<file path="src/rtl/lsu_bus_adapter.sv">
// Load/store unit issuing one valid/ready bus transaction per legal core operation.
// Define LSU_TIMEOUT_EN to abort requests that see no response within TIMEOUT_CYCLES.
module lsu_bus_adapter #(
   parameter int ADDR_WIDTH     = 32,
   parameter int DATA_WIDTH     = 32,
   parameter int TIMEOUT_CYCLES = 255
) (
   input  logic                    clk,
   input  logic                    reset,
   input  logic                    available,
   input  logic                    is_write,
   input  logic                    is_unsigned,
   input  logic [1:0]              op,
   input  logic [ADDR_WIDTH-1:0]   addr,
   input  logic [DATA_WIDTH-1:0]   in,
   output logic [DATA_WIDTH-1:0]   out,
   output logic                    busy,
   output logic                    op_fault,
   output logic                    addr_fault,
   output logic                    access_fault,
   output logic                    bus_req_valid,
   input  logic                    bus_req_ready,
   output logic                    bus_req_write,
   output logic [ADDR_WIDTH-1:0]   bus_req_addr,
   output logic [DATA_WIDTH-1:0]   bus_req_wdata,
   output logic [DATA_WIDTH/8-1:0] bus_req_wstrb,
   input  logic                    bus_rsp_valid,
   input  logic [DATA_WIDTH-1:0]   bus_rsp_rdata,
   input  logic                    bus_rsp_error
);
   localparam int NB = DATA_WIDTH / 8;
   localparam int LW = $clog2(NB);

   typedef enum logic [1:0] {IDLE, REQ, RSP, DONE} state_t;

   if (DATA_WIDTH != 32 && DATA_WIDTH != 64) begin : g_bad_width
      $error("DATA_WIDTH must be 32 or 64");
   end
   if (TIMEOUT_CYCLES < 1) begin : g_bad_timeout
      $error("TIMEOUT_CYCLES must be at least 1");
   end

   state_t                   state_q, state_d;
   logic                     is_write_q, is_write_d;
   logic                     is_unsigned_q, is_unsigned_d;
   logic [1:0]               op_q, op_d;
   logic [LW-1:0]            off_q, off_d;
   logic [ADDR_WIDTH-1:LW]   addr_hi_q, addr_hi_d;
   logic [DATA_WIDTH-1:0]    in_q, in_d;
   logic [DATA_WIDTH-1:0]    out_q, out_d;
   logic                     op_fault_q, op_fault_d;
   logic                     addr_fault_q, addr_fault_d;
   logic                     acc_fault_q, acc_fault_d;

   logic                     op_invalid, misaligned, expired;
   logic [DATA_WIDTH-1:0]    wdata_rep, rsp_sh, word_ext, load_val;

   assign op_invalid = (op == 2'b11) && (DATA_WIDTH == 32);

   always_comb begin
      case (op)
         2'b01:   misaligned = addr[0];
         2'b10:   misaligned = |addr[1:0];
         2'b11:   misaligned = |addr[2:0];
         default: misaligned = 1'b0;
      endcase
   end

   // Each lane takes the byte of the narrow store value that lands on it.
   for (genvar gi = 0; gi < NB; gi++) begin : g_lane
      assign wdata_rep[8*gi +: 8] = (op_q == 2'b00) ? in_q[7:0] :
                                    (op_q == 2'b01) ? in_q[8*(gi%2) +: 8] :
                                    (op_q == 2'b10) ? in_q[8*(gi%4) +: 8] :
                                                      in_q[8*gi +: 8];
   end

   assign rsp_sh = bus_rsp_rdata >> {off_q, 3'b000};

   if (DATA_WIDTH == 64) begin : g_w64
      assign word_ext = {{(DATA_WIDTH-32){rsp_sh[31] & ~is_unsigned_q}}, rsp_sh[31:0]};
   end else begin : g_w32
      assign word_ext = rsp_sh;
   end

   always_comb begin
      case (op_q)
         2'b00:   load_val = {{(DATA_WIDTH-8){rsp_sh[7] & ~is_unsigned_q}}, rsp_sh[7:0]};
         2'b01:   load_val = {{(DATA_WIDTH-16){rsp_sh[15] & ~is_unsigned_q}}, rsp_sh[15:0]};
         2'b10:   load_val = word_ext;
         default: load_val = rsp_sh;
      endcase
   end

`ifdef LSU_TIMEOUT_EN
   localparam int CW = $clog2(TIMEOUT_CYCLES + 1);
   logic [CW-1:0] cnt_q, cnt_d;

   assign expired = (cnt_q == CW'(TIMEOUT_CYCLES - 1));

   // REQ is only ever entered from IDLE, so clearing while idle clears on entry.
   always_comb begin
      cnt_d = cnt_q;
      if (state_q == IDLE)
         cnt_d = '0;
      else if (state_q == REQ || state_q == RSP)
         cnt_d = cnt_q + 1'b1;
   end

   always_ff @(posedge clk) begin
      if (reset) cnt_q <= '0;
      else       cnt_q <= cnt_d;
   end
`else
   assign expired = 1'b0;
`endif

   always_ff @(posedge clk) begin
      if (reset) begin
         state_q       <= IDLE;
         is_write_q    <= 1'b0;
         is_unsigned_q <= 1'b0;
         op_q          <= 2'b00;
         off_q         <= '0;
         addr_hi_q     <= '0;
         in_q          <= '0;
         out_q         <= '0;
         op_fault_q    <= 1'b0;
         addr_fault_q  <= 1'b0;
         acc_fault_q   <= 1'b0;
      end else begin
         state_q       <= state_d;
         is_write_q    <= is_write_d;
         is_unsigned_q <= is_unsigned_d;
         op_q          <= op_d;
         off_q         <= off_d;
         addr_hi_q     <= addr_hi_d;
         in_q          <= in_d;
         out_q         <= out_d;
         op_fault_q    <= op_fault_d;
         addr_fault_q  <= addr_fault_d;
         acc_fault_q   <= acc_fault_d;
      end
   end

   always_comb begin
      state_d       = state_q;
      is_write_d    = is_write_q;
      is_unsigned_d = is_unsigned_q;
      op_d          = op_q;
      off_d         = off_q;
      addr_hi_d     = addr_hi_q;
      in_d          = in_q;
      out_d         = out_q;
      op_fault_d    = op_fault_q;
      addr_fault_d  = addr_fault_q;
      acc_fault_d   = acc_fault_q;
      case (state_q)
         IDLE: begin
            if (available) begin
               if (op_invalid) begin
                  op_fault_d = 1'b1;
                  state_d    = DONE;
               end else if (misaligned) begin
                  addr_fault_d = 1'b1;
                  state_d      = DONE;
               end else begin
                  is_write_d    = is_write;
                  is_unsigned_d = is_unsigned;
                  op_d          = op;
                  off_d         = addr[LW-1:0];
                  addr_hi_d     = addr[ADDR_WIDTH-1:LW];
                  in_d          = in;
                  state_d       = REQ;
               end
            end
         end
         REQ: begin
            if (expired) begin
               acc_fault_d = 1'b1;
               state_d     = DONE;
            end else if (bus_req_ready) begin
               state_d = RSP;
            end
         end
         RSP: begin
            // A response in the expiry cycle takes priority over the timeout.
            if (bus_rsp_valid) begin
               acc_fault_d = bus_rsp_error;
               if (!is_write_q && !bus_rsp_error)
                  out_d = load_val;
               state_d = DONE;
            end else if (expired) begin
               acc_fault_d = 1'b1;
               state_d     = DONE;
            end
         end
         DONE: begin
            if (!available) begin
               op_fault_d   = 1'b0;
               addr_fault_d = 1'b0;
               acc_fault_d  = 1'b0;
               state_d      = IDLE;
            end
         end
         default: state_d = IDLE;
      endcase
   end

   always_comb begin
      busy          = (state_q == REQ) || (state_q == RSP);
      bus_req_valid = (state_q == REQ);
      bus_req_write = is_write_q;
      bus_req_addr  = {addr_hi_q, {LW{1'b0}}};
      bus_req_wdata = wdata_rep;
      case (op_q)
         2'b00:   bus_req_wstrb = NB'(1) << off_q;
         2'b01:   bus_req_wstrb = NB'(3) << off_q;
         2'b10:   bus_req_wstrb = NB'(15) << off_q;
         default: bus_req_wstrb = {NB{1'b1}};
      endcase
      if (!is_write_q)
         bus_req_wstrb = '0;
   end

   assign out          = out_q;
   assign op_fault     = op_fault_q;
   assign addr_fault   = addr_fault_q;
   assign access_fault = acc_fault_q;

endmodule

</file>
<file path="config.mk">
export PLATFORM = sky130hd
export DESIGN_NAME = lsu_bus_adapter
export DESIGN_NICKNAME = d
export VERILOG_FILES = /design/src/rtl/lsu_bus_adapter.sv
export SDC_FILE = /design/constraint.sdc
export NUM_CORES = 1
export LEC_CHECK = 0
export CAP_MARGIN = 20
export CORE_AREA = 3 3 90 134
export CTS_CLUSTER_DIAMETER = 150
export CTS_CLUSTER_SIZE = 40
export DETAILED_ROUTE_END_ITERATION = 8
export DIE_AREA = 0 0 93 137
export HOLD_SLACK_MARGIN = 0.05
export PLACE_DENSITY = 0.85
export SLEW_MARGIN = 40
export SYNTH_ARGS = -nofsm -noshare
export SYNTH_HDL_FRONTEND = slang
export SYNTH_SLANG_ARGS = --single-unit
</file>
<file path="constraint.sdc">
create_clock -name clk -period 3.6 [get_ports clk]
set_clock_uncertainty 0.15 [all_clocks]
set_input_delay 0.72 -clock clk [delete_from_list [all_inputs] [get_ports clk]]
set_output_delay 0.72 -clock clk [all_outputs]
set_load 0.02 [all_outputs]
</file>
==> Yosys cells after proc, flatten, opt, wreduce, memory -nomap -nowiden <==
Index checks and enable logic that the tools add are counted.
{ "op_classes": {"n_reduce_logical": 16, "n_shift": 4, "eq_ne": 15, "n_mux": 26, "bitwise": 5} }
{ "ops": {"columns": ["cell", "n"], "rows": [
  ["$pmux W32 S2", 1],
  ["$mux W8", 5],
  ["$shr A32 B5 Y32", 1],
  ["$mux W2", 6],
  ["$ne A2 B2 Y1 const B", 6],
  ["$pmux W4 S3", 1],
  ["$reduce_and A4 Y1", 3],
  ["$eq A2 B2 Y1 const B", 5],
  ["$pmux W2 S4", 1],
  ["$mux W1", 7],
  ["$eq A2 B1 Y1 const B", 3],
  ["$pmux W1 S2", 3],
  ["$reduce_and A3 Y1", 2],
  ["$reduce_and A5 Y1", 1],
  ["$logic_not A2 Y1", 2],
  ["$mux W4", 1],
  ["$reduce_bool A2 Y1", 2],
  ["$shl A1 B2 Y4 const A", 1],
  ["$shl A2 B2 Y4 const A", 1],
  ["$shl A4 B2 Y4 const A", 1],
  ["$not A1 Y1", 3],
  ["$pmux W1 S3", 1],
  ["$reduce_or A3 Y1", 1],
  ["$and A1 B1 Y1", 2],
  ["other kinds (5)", 6]
]} }
{ "word_totals": {"in_bits": 106, "ff_bits": 105, "output_inout_bits": 106} }

==> Longest topological paths before layout <==
{ "depth": {"word_depth": 6, "depth_mapped": 9, "ltp_nobuf": 6} }

==> Worst setup path after synthesis <==
OpenSTA, ideal clock, no wires.
{ "synth_path": {"kind": "reg-to-output", "from": "register op_q[0]", "to": "output port bus_req_wdata[16]", "path_slack_ns": 1.003, "arrival_ns": 1.727, "stages_incl_launch_ff": 6, "t_required_ns": 2.730, "path_buffers": 1, "path_cell_list": "dfxtp_1 -> inv_1 -> ha_1 -> clkbuf_1 -> nor2_1 -> mux2_2"} }
{ "synth_via": {"elab_chain_len": 3, "elab_cells_between_ends": 4, "classes_between": "eq/ne: 1; mux: 2; reduce/logical: 1"} }
{ "synth_rtl": {"columns": ["element", "line", "source"], "rows": [
  ["start: declaration", "46", "logic [1:0] op_q, op_d;"],
  ["start signal: assignment", "134", "op_q <= op_d;"],
  ["$eq A2 B1 Y1", "72", "(op_q == 2'b01) ? in_q[8*(gi%2) +: 8] :"],
  ["$mux W8", "72", null],
  ["$mux W8 (*)", "71", "assign wdata_rep[8*gi +: 8] = (op_q == 2'b00) ? in_q[7:0] :"],
  ["end: declaration", "25", "output logic [DATA_WIDTH-1:0] bus_req_wdata,"]
]} }
Every way passes the cells marked *; elsewhere a longest branch is shown, timed or not.

==> Worst setup path after layout <==
{ "layout_path": {"from": "register op_q[0]", "to": "output port bus_req_wdata[10]"} }
{ "layout_via": {"elab_chain_len": 2} }
{ "layout_rtl": {"columns": ["element", "line"], "rows": [
  ["$logic_not A2 Y1", "71"],
  ["$mux W8", "71"]
]} }
Every way passes these cells.

==> flow_summary.yaml <==
sta:
  rsz0062_at_grt: "no"
  setup_total_negative_slack_ns: 0
  max_slew_margin: 0.4623
  final_max_slew_viol_count: 0
  final_period_minus_worst_setup_slack_ns: 3.247
  setup_viol: 0
  finalWorstSetupSlack_ns: 0.3531
  fmax_mhz: 308.0
  timing_hold_violations_final: 0
  post-route-period-util: 0.9019
  timing_worst_slew_pin_value_ns: 0.8065
clock_network:
  holdBufCountCts: 0
  cts_setup_buffers: 0
  clock_sinks: 105
  cts_tree: "yes"
  cts-buffers-inserted: 9
  worstSkewPairLatency_ns: 0.34
  cts-htree-levels: 3
  cts-resized-gates: 0
  clk_path_buf_depth: 2
  clkTransAtPathRegs_ns: 0.07
  clockRootBuffer: "sky130_fd_sc_hd__clkbuf_16"
synth:
  synth_sequential_area_ratio: 0.4096
  synthFlopType: "sky130_fd_sc_hd__dfxtp_1"
  synth.top_cells.by_area: "sky130_fd_sc_hd__dfxtp_1 41%, sky130_fd_sc_hd__nand2_1 13%, sky130_fd_sc_hd__a21oi_1 8.7%"
  post-synth-top-area-cell: "sky130_fd_sc_hd__dfxtp_1"
  synth.top_cell.area_share: 0.4096
  syn-cell-area_um2: 5132
  gate_count_after_technology_mapping: 638
  async_reset_ff_frac: 0
  synth_enable_flop_cells: 0
  ys_ff_latch: 105
  synth_cell_types: 42
  yosysWarnings: 0
  synth.avg_cell_area_um2: 8.045
grt:
  initial_antenna_violation_count: 0
  track_usage: 0.2477
  first_global_vias: 5106
  grt_start_max_net_pins: 83
  grt_first_pass_wirelength_um: 25250
  globalRouteOverflowTotal: 0
min_path:
  hp-class: "reg -> reg"
final_layout:
  design.final.nets: 928
  post_route_cells_drive_above_1_share: 0.07448
  area_delta_synth_final_pct: 46.49
  most-common-layout-cells: "208 x sky130_fd_sc_hd__clkdlybuf4s50_1, 172 x sky130_fd_sc_hd__nand2_1, 105 x sky130_fd_sc_hd__dfxtp_1"
  final_common_cell: "sky130_fd_sc_hd__clkdlybuf4s50_1"
  insertedDiodeCount: 0
detailed_routing:
  drt-pass1-iter-count: 5
  wire_per_inst_um: 16.46
  via_count: 5178
  routed_via_density: 5.360
  drc: 0
  detailedRoute.firstIterationViolations: 192
  postRouteWirelength_um: 15910
  route.antenna.remaining_nets: 0
setup_path:
  critPathMaxStageDelay_ns: 0.68
  setup.worst_path.class: "reg -> out"
  crit_path_top_delay_cell: "sky130_fd_sc_hd__clkdlybuf4s50_1"
  path_delay_family: "buffers and inverters"
  cp_cell_sequence: "inv_1, ha_1, buf_4, nand2_1, o21ai_0, clkdlybuf4s50_1"
  path_buf_inv: 3
  startpoint_type: "register"
  critPathRequiredTime_ns: 2.73
  signal_arrival_time_at_the_worst_endpoint_ns: 2.38
  cp_endpoint_kind: "primary output"
  cp_max_fo: 24
place:
  post-dp-hpwl_um: 12160
  detailedPlace.worstSlack_ns: 0.6852
  gp_congestion: 0.8439
  port-buffer-count: 209
flow_run:
  max_cap_violations: 0
floorplanning:
  floorplan.io_pins: 212
  placeable_area_um2: 11060
  die_height_um: 137
  die_w_um: 93
  rows: 47
  die-area_um2: 12740
  initial_core_util: 0.4642
power:
  p_leak_nw: 2.660
  power_per_cell_area_nw_per_um2: 501.3
  ir_drop_mv: 0.2551
run_status:
  outcome: "completed"
[report_power, final]
group          internal, mW  switching (mW)
logic                 0.656           0.786
registers              1.32           0.104
clock network         0.471           0.432
[cell type report]
cell class | count | area (µm²)
clock inverter | 6 | 42.54
timing repair buffer | 222 | 2212
tap | 147 | 183.9
multi-input combinational | 460 | 2689
fill | 900 | 3537
clock buffer | 10 | 229.0
sequential | 105 | 2102
inverter | 16 | 60.06
[final timing paths]
check                            start                        end  slack, ns  cells after the start
max               op_q[0]$_SDFFE_PP0P_          bus_req_wdata[10]       0.35                      6
min          addr_hi_q[4]$_SDFFE_PP0P_  addr_hi_q[4]$_SDFFE_PP0P_       0.31                      2
max reg2reg      off_q[1]$_SDFFE_PP0P_       out[23]$_SDFFE_PP0P_       1.19                      4
min reg2reg  addr_hi_q[4]$_SDFFE_PP0P_  addr_hi_q[4]$_SDFFE_PP0P_       0.31                      2
[through the flow]
stage	cell area (µm²)	utilization	instances	total power [mW]	hold WS, ns
after CTS	7518	0.6801	966	3.798	0.3063
after floorplan	5136	-	639	2.289	0.2829
after global routing	7518	0.6801	966	3.977	0.3228
final	7518	0.6801	966	3.769	0.3057
after detailed placement	7247	0.6555	950	2.895	0.2992
after global placement	7247	0.6555	950	2.852	0.2910
[worst reg2reg max path, delay by kind of cell (launching register included)]
family	cells	cell delay, ns
AO/OA/AOI/OAI	2	0.76
buffers and inverters	1	0.33
multiplexers	1	0.62
flip-flops	1	0.42
[synth_stat cells, types with 2 or more instances]
cell type / n
sky130_fd_sc_hd__ha_1: 8
sky130_fd_sc_hd__o21bai_1: 24
sky130_fd_sc_hd__nor2b_1: 2
sky130_fd_sc_hd__mux2i_1: 23
sky130_fd_sc_hd__o21ai_0: 20
sky130_fd_sc_hd__buf_2: 10
sky130_fd_sc_hd__o31ai_2: 10
sky130_fd_sc_hd__inv_1: 16
sky130_fd_sc_hd__o211ai_1: 7
sky130_fd_sc_hd__dfxtp_1: 105
sky130_fd_sc_hd__nand2b_1: 5
sky130_fd_sc_hd__a21oi_1: 89
sky130_fd_sc_hd__mux2_2: 15
sky130_fd_sc_hd__clkbuf_1: 30
sky130_fd_sc_hd__buf_1: 2
sky130_fd_sc_hd__nand2_1: 172
sky130_fd_sc_hd__a211o_1: 2
sky130_fd_sc_hd__nand3_1: 2
sky130_fd_sc_hd__a21o_1: 11
sky130_fd_sc_hd__nor2_1: 24
sky130_fd_sc_hd__o21a_1: 6
sky130_fd_sc_hd__o2bb2ai_1: 7
sky130_fd_sc_hd__nor3_1: 10
sky130_fd_sc_hd__buf_4: 15
sky130_fd_sc_hd__o31ai_1: 6
[flip-flops by register name, summed over array words and instances (netlist names)]
name	flops
state_q	2
is_unsigned_q	1
in_q	32
op_q	2
bus_req_write	1
op_fault	1
addr_fault	1
out	32
access_fault	1
addr_hi_q	30
off_q	2
[cell families after synthesis]
family | after synthesis | synth area share
buf+inv | 74 | 0.06899
compound gates | 191 | 0.2433
fa+ha+maj | 8 | 0.01950
mux | 39 | 0.08215
simple gates | 220 | 0.1758
flops | 105 | 0.4096
other cells | 1 | 0.0007306
[per-layer routing]
layer / GRT usage / vias up / wire length (µm)
met5: 0 / - / 0
met4: 0.1019 / 0 / 570
met3: 0.05391 / 41 / 1037
met2: 0.4589 / 219 / 8567
met1: 0.2697 / 2403 / 5729
li1: - / 2515 / -
Power figures use the tool's default switching activity.
==> edit 1, RTL diff (config.mk and constraints unchanged) <==
Build with the macro `LSU_TIMEOUT_EN` defined.
--- a/src/rtl/lsu_bus_adapter.sv
+++ b/src/rtl/lsu_bus_adapter.sv
@@ -2,2 +2,4 @@
 // Define LSU_TIMEOUT_EN to abort requests that see no response within TIMEOUT_CYCLES.
+`define LSU_TIMEOUT_EN
+
 module lsu_bus_adapter #(
Formal check against the unedited RTL: same outputs for any inputs over 4 cycles, from zero or initial values and one cycle with reset high; that may be too few to reach the edited logic, so the function may still have changed.
==> edit 1 against the unedited design <==
Final area up 8.7%. Worst setup slack worse by 0.073 ns. Critical path depth down 1. Count of clock-buffer cells in the layout up 11. Via count up 8.8%. Synthesized cell count up 7.7%. Power up 25%. Sequential cell count up 8. Routed wire length up 8.7%. Hold slack worse by 0.0032 ns. Synthesized area up 6.5%.
==> edit 1: results <==
[global_routing]
grt_use_total_pct = 26.5
antenna_found_initial = 0
grt_pass1_wl_um = 26600
grt_max_degree = 108
grt_use_met2_pct = 47.7
met1_usage_pct = 27.1
grt_pass1_vias = 5517
use_met3_pct = 8.58

[clock_tree]
clock_latency_ns = 0.41
clkTransAtPathRegs_ns = 0.05
numCtsBuffers = 17
clk_path_buf_depth = 2
post_cts_buffers = 0
cts_resized = 0
htreeDepth = 4
clock-root-buffer = "clkbuf_16"

[synthesis]
yosys-top-cells-area = "dfxtp_1 41%, nand2_1 12%, a21oi_1 8.1%, mux2i_1 4.4%, mux2_2 3.3%"
synth_cell_types = 53
ys_seq_area_share_pct = 41.4
yosys-top-cells-count = "174 x nand2_1, 113 x dfxtp_1, 89 x a21oi_1, 37 x clkbuf_1, 33 x nor2_1"
yosysWarnings = 0
async_flop_share_pct = 0

[finish]
finalNetCount = 979
layout-drive-gt1-share_pct = 7.20
n_antenna_cell = 0

[placement]
gp_congestion = 0.882
dpl.hpwl_um = 12200
io_buffers = 209
place_area_um2 = 7550

[drt]
vias = 5635
dr.pass1.iters = 5
drt-initial-drc-count = 288
wl_per_cell_um = 16.9

[worst_setup_path]
critPathArrivalTime_ns = 2.45
crit_fanout = 8

[timing]
worst_slew_pin_slew_ns = 0.795

[power_and_ir_drop]
p_sw_share_pct = 31.2
p_leak_nw = 2.92
ir_drop_v = 0.000369

[min_path]
hp-class = "reg2reg"

[run_status]
outcome = "finished clean"
-- edit 1: cell types whose count changed after synthesis, moves of 3 or more --
cell,delta
nor2_1,+9
o31ai_2,-10
a21o_1,-3
inv_1,+4
o21ai_0,+3
buf_4,-4
o31ai_1,+10
clkbuf_1,+7
nand4_1,+4
dfxtp_1,+8
xor2_1,+4
-- edit 1: worst paths after layout --
path                                          end  cells after the start  slack [ns]           from
worst max-delay path            bus_req_wdata[22]                      5        0.28        op_q[0]
worst min-delay path                addr_hi_q[15]                      2        0.30  addr_hi_q[15]
worst max register to register            out[27]                      7        1.23        op_q[0]
worst min register to register      addr_hi_q[15]                      2        0.30  addr_hi_q[15]
-- edit 1: per-layer routing --
layer	share of wire [%]	vias to the layer above
li1	-	2688
met1	35	2645
met2	54	246
met3	7.2	56
met4	3.8	0
met5	0	-
-- edit 1: layout make-up --
class / instances / area (um^2)
multi-input combinational: 494 / 2850
tap: 147 / 184
clock buffer: 21 / 460
timing repair buffer: 217 / 2180
inverter: 20 / 75.1
clock inverter: 10 / 159
fill: 872 / 2880
sequential: 113 / 2260
-- edit 1: logic make-up (layout without fill, tap and decap cells) --
group	Yosys count	after routing	synth area share (%)
AO/OA/AOI/OAI	197	197	22.7
XOR/XNOR	5	5	0.801
adder cells (fa/ha/maj)	10	10	2.29
buffers and inverters	81	268	6.68
flip-flops	113	113	41.4
multiplexers	41	41	8.10
other	1	2	0.0686
AND/OR/NAND/NOR	239	239	18.0
-- edit 1: stage by stage --
step                instances  setup WS (ns)  total power [W]
CTS                      1022          0.293          0.00472
global route             1022          0.213          0.00490
detailed placement        991          0.725          0.00295
finish                   1022          0.280          0.00470
floorplan                 688           1.14          0.00236
global placement          991          0.817          0.00290
-- edit 1: power groups by stage --
stage	sequential (W)	combinational [W]	clock (W)
floorplan	0.00165	0.000709	0
global placement	0.00155	0.00135	0
detailed placement	0.00156	0.00139	0
CTS	0.00153	0.00141	0.00178
global route	0.00156	0.00151	0.00183
finish	0.00154	0.00141	0.00176
-- edit 1: worst max-delay path, stage by stage, from the launching register on --
cell,delay (ns)
dfxtp_1,0.39
inv_1,0.09
ha_1,0.23
nor2_2,0.40
mux2_2,0.40
clkdlybuf4s50_1,0.55
==> edit 2, RTL diff (config.mk and constraints unchanged) <==
Without the edit above. Take the reset off `addr_hi_q` and `in_q` and load them in a clocked block of their own.
--- a/src/rtl/lsu_bus_adapter.sv
+++ b/src/rtl/lsu_bus_adapter.sv
@@ -123,4 +123,2 @@
          off_q         <= '0;
-         addr_hi_q     <= '0;
-         in_q          <= '0;
          out_q         <= '0;
@@ -135,4 +133,2 @@
          off_q         <= off_d;
-         addr_hi_q     <= addr_hi_d;
-         in_q          <= in_d;
          out_q         <= out_d;
@@ -142,2 +138,7 @@
       end
+   end
+
+   always_ff @(posedge clk) begin
+      addr_hi_q <= addr_hi_d;
+      in_q      <= in_d;
    end
Formal check against the unedited RTL: not equivalent (a bounded check fails within 4 cycles, from zero or initial values and one cycle with reset high).
==> edit 2 against the unedited design <==
Count of clock-buffer cells in the layout is 1 higher. Via count shrank 23%. Sequential share of layout area rose by 9.4 points. Synthesized area decreased by 5.9%. Sequential cell count stayed put. Synthesized cell count shrank 35%. Combinational power shrank 15%. Worst setup slack got worse by 0.044 ns. Final area shrank 3.0%. Routed wire length is 14% lower. Utilization decreased by 2.0 points. Power fell by 1.4%. Critical endpoint is now bus_req_wdata[22]. Largest power group is now sequential cells.
==> edit 2: results <==
[timing]
slew_headroom_pct = 63.1

[finish]
clkbuf_count = 11
regArea_um2 = 2720
inv_count = 15
multi_input_gates = 263
buffer_area_share_pct = 29.7
layout-drive-gt1-share_pct = 11.2
fillers = 872
multi_input_area_um2 = 1850
num-nonclk-buffers = 219
clockNetworkAreaShare_pct = 4.32

[power_and_ir_drop]
p_seq_share_pct = 40.6
clkPwrFrac_pct = 26.7
p_sw_share_pct = 31.2

[worst_setup_path]
rrSetupSlack_ns = 1.45
cp-endpoint = "bus_req_wdata[22]"
r2r_end = "out[20]"
crit_fanout = 8

[synthesis]
synth_mux_area_share_pct = 10.6
yosys-top-cells-area = "edfxtp_1 39%, dfxtp_1 18%, mux2_2 5.4%, mux2i_1 4.8%, nand2_1 3.6%"
synth_edf_count = 62
yosys-top-cells-count = "62 x edfxtp_1, 46 x nand2_1, 43 x dfxtp_1, 31 x nor2_1"
synth-compound-area-share_pct = 13.9
synthAdderAreaFrac_pct = 2.07

[drt]
dr.pass1.iters = 6
met1_length_um = 5270
viasPerCell = 5.18
met3_length_um = 858
wl_um = 13700
drt-initial-drc-count = 244

[global_routing]
grt_pass1_vias = 3997
grt_use_total_pct = 21.4
grt_pass1_wl_um = 21000
grt_max_degree = 49

[min_path]
min-delay-start = "out[2]"
hold-path-endpoint = "out[2]"

[placement]
gp_congestion = 0.843

[run_status]
outcome = "finished clean"
-- edit 2: changes by cell type after synthesis, sizes merged, moves of 9 or more --
cell,change
nor2,+9
dfxtp,-62
a21oi,-68
o21bai,-24
nand2b,+9
a21o,-10
a211oi,+17
clkbuf,-20
edfxtp,+62
o31ai,-16
nand2,-126
-- edit 2: stage by stage --
step	utilization, %	worst slack (ns)	instances	cell area [um^2]	hold slack (ns)
6_report	66.0	0.309	765	7290	0.308
5_1_grt	66.0	0.192	765	7290	0.325
4_1_cts	66.0	0.274	765	7290	0.311
3_5_place_dp	63.1	0.639	749	6980	0.301
3_3_place_gp	63.1	0.721	749	6980	0.296
2_1_floorplan	-	0.701	418	4830	0.323
-- edit 2: worst max-delay path, delay by kind of cell (launching register included) --
family	cells	cell delay (ns)
adders and majority gates	1	0.23
buffers and inverters	2	0.63
DFF	1	0.38
muxes	1	0.41
and+or+nand+nor	1	0.43
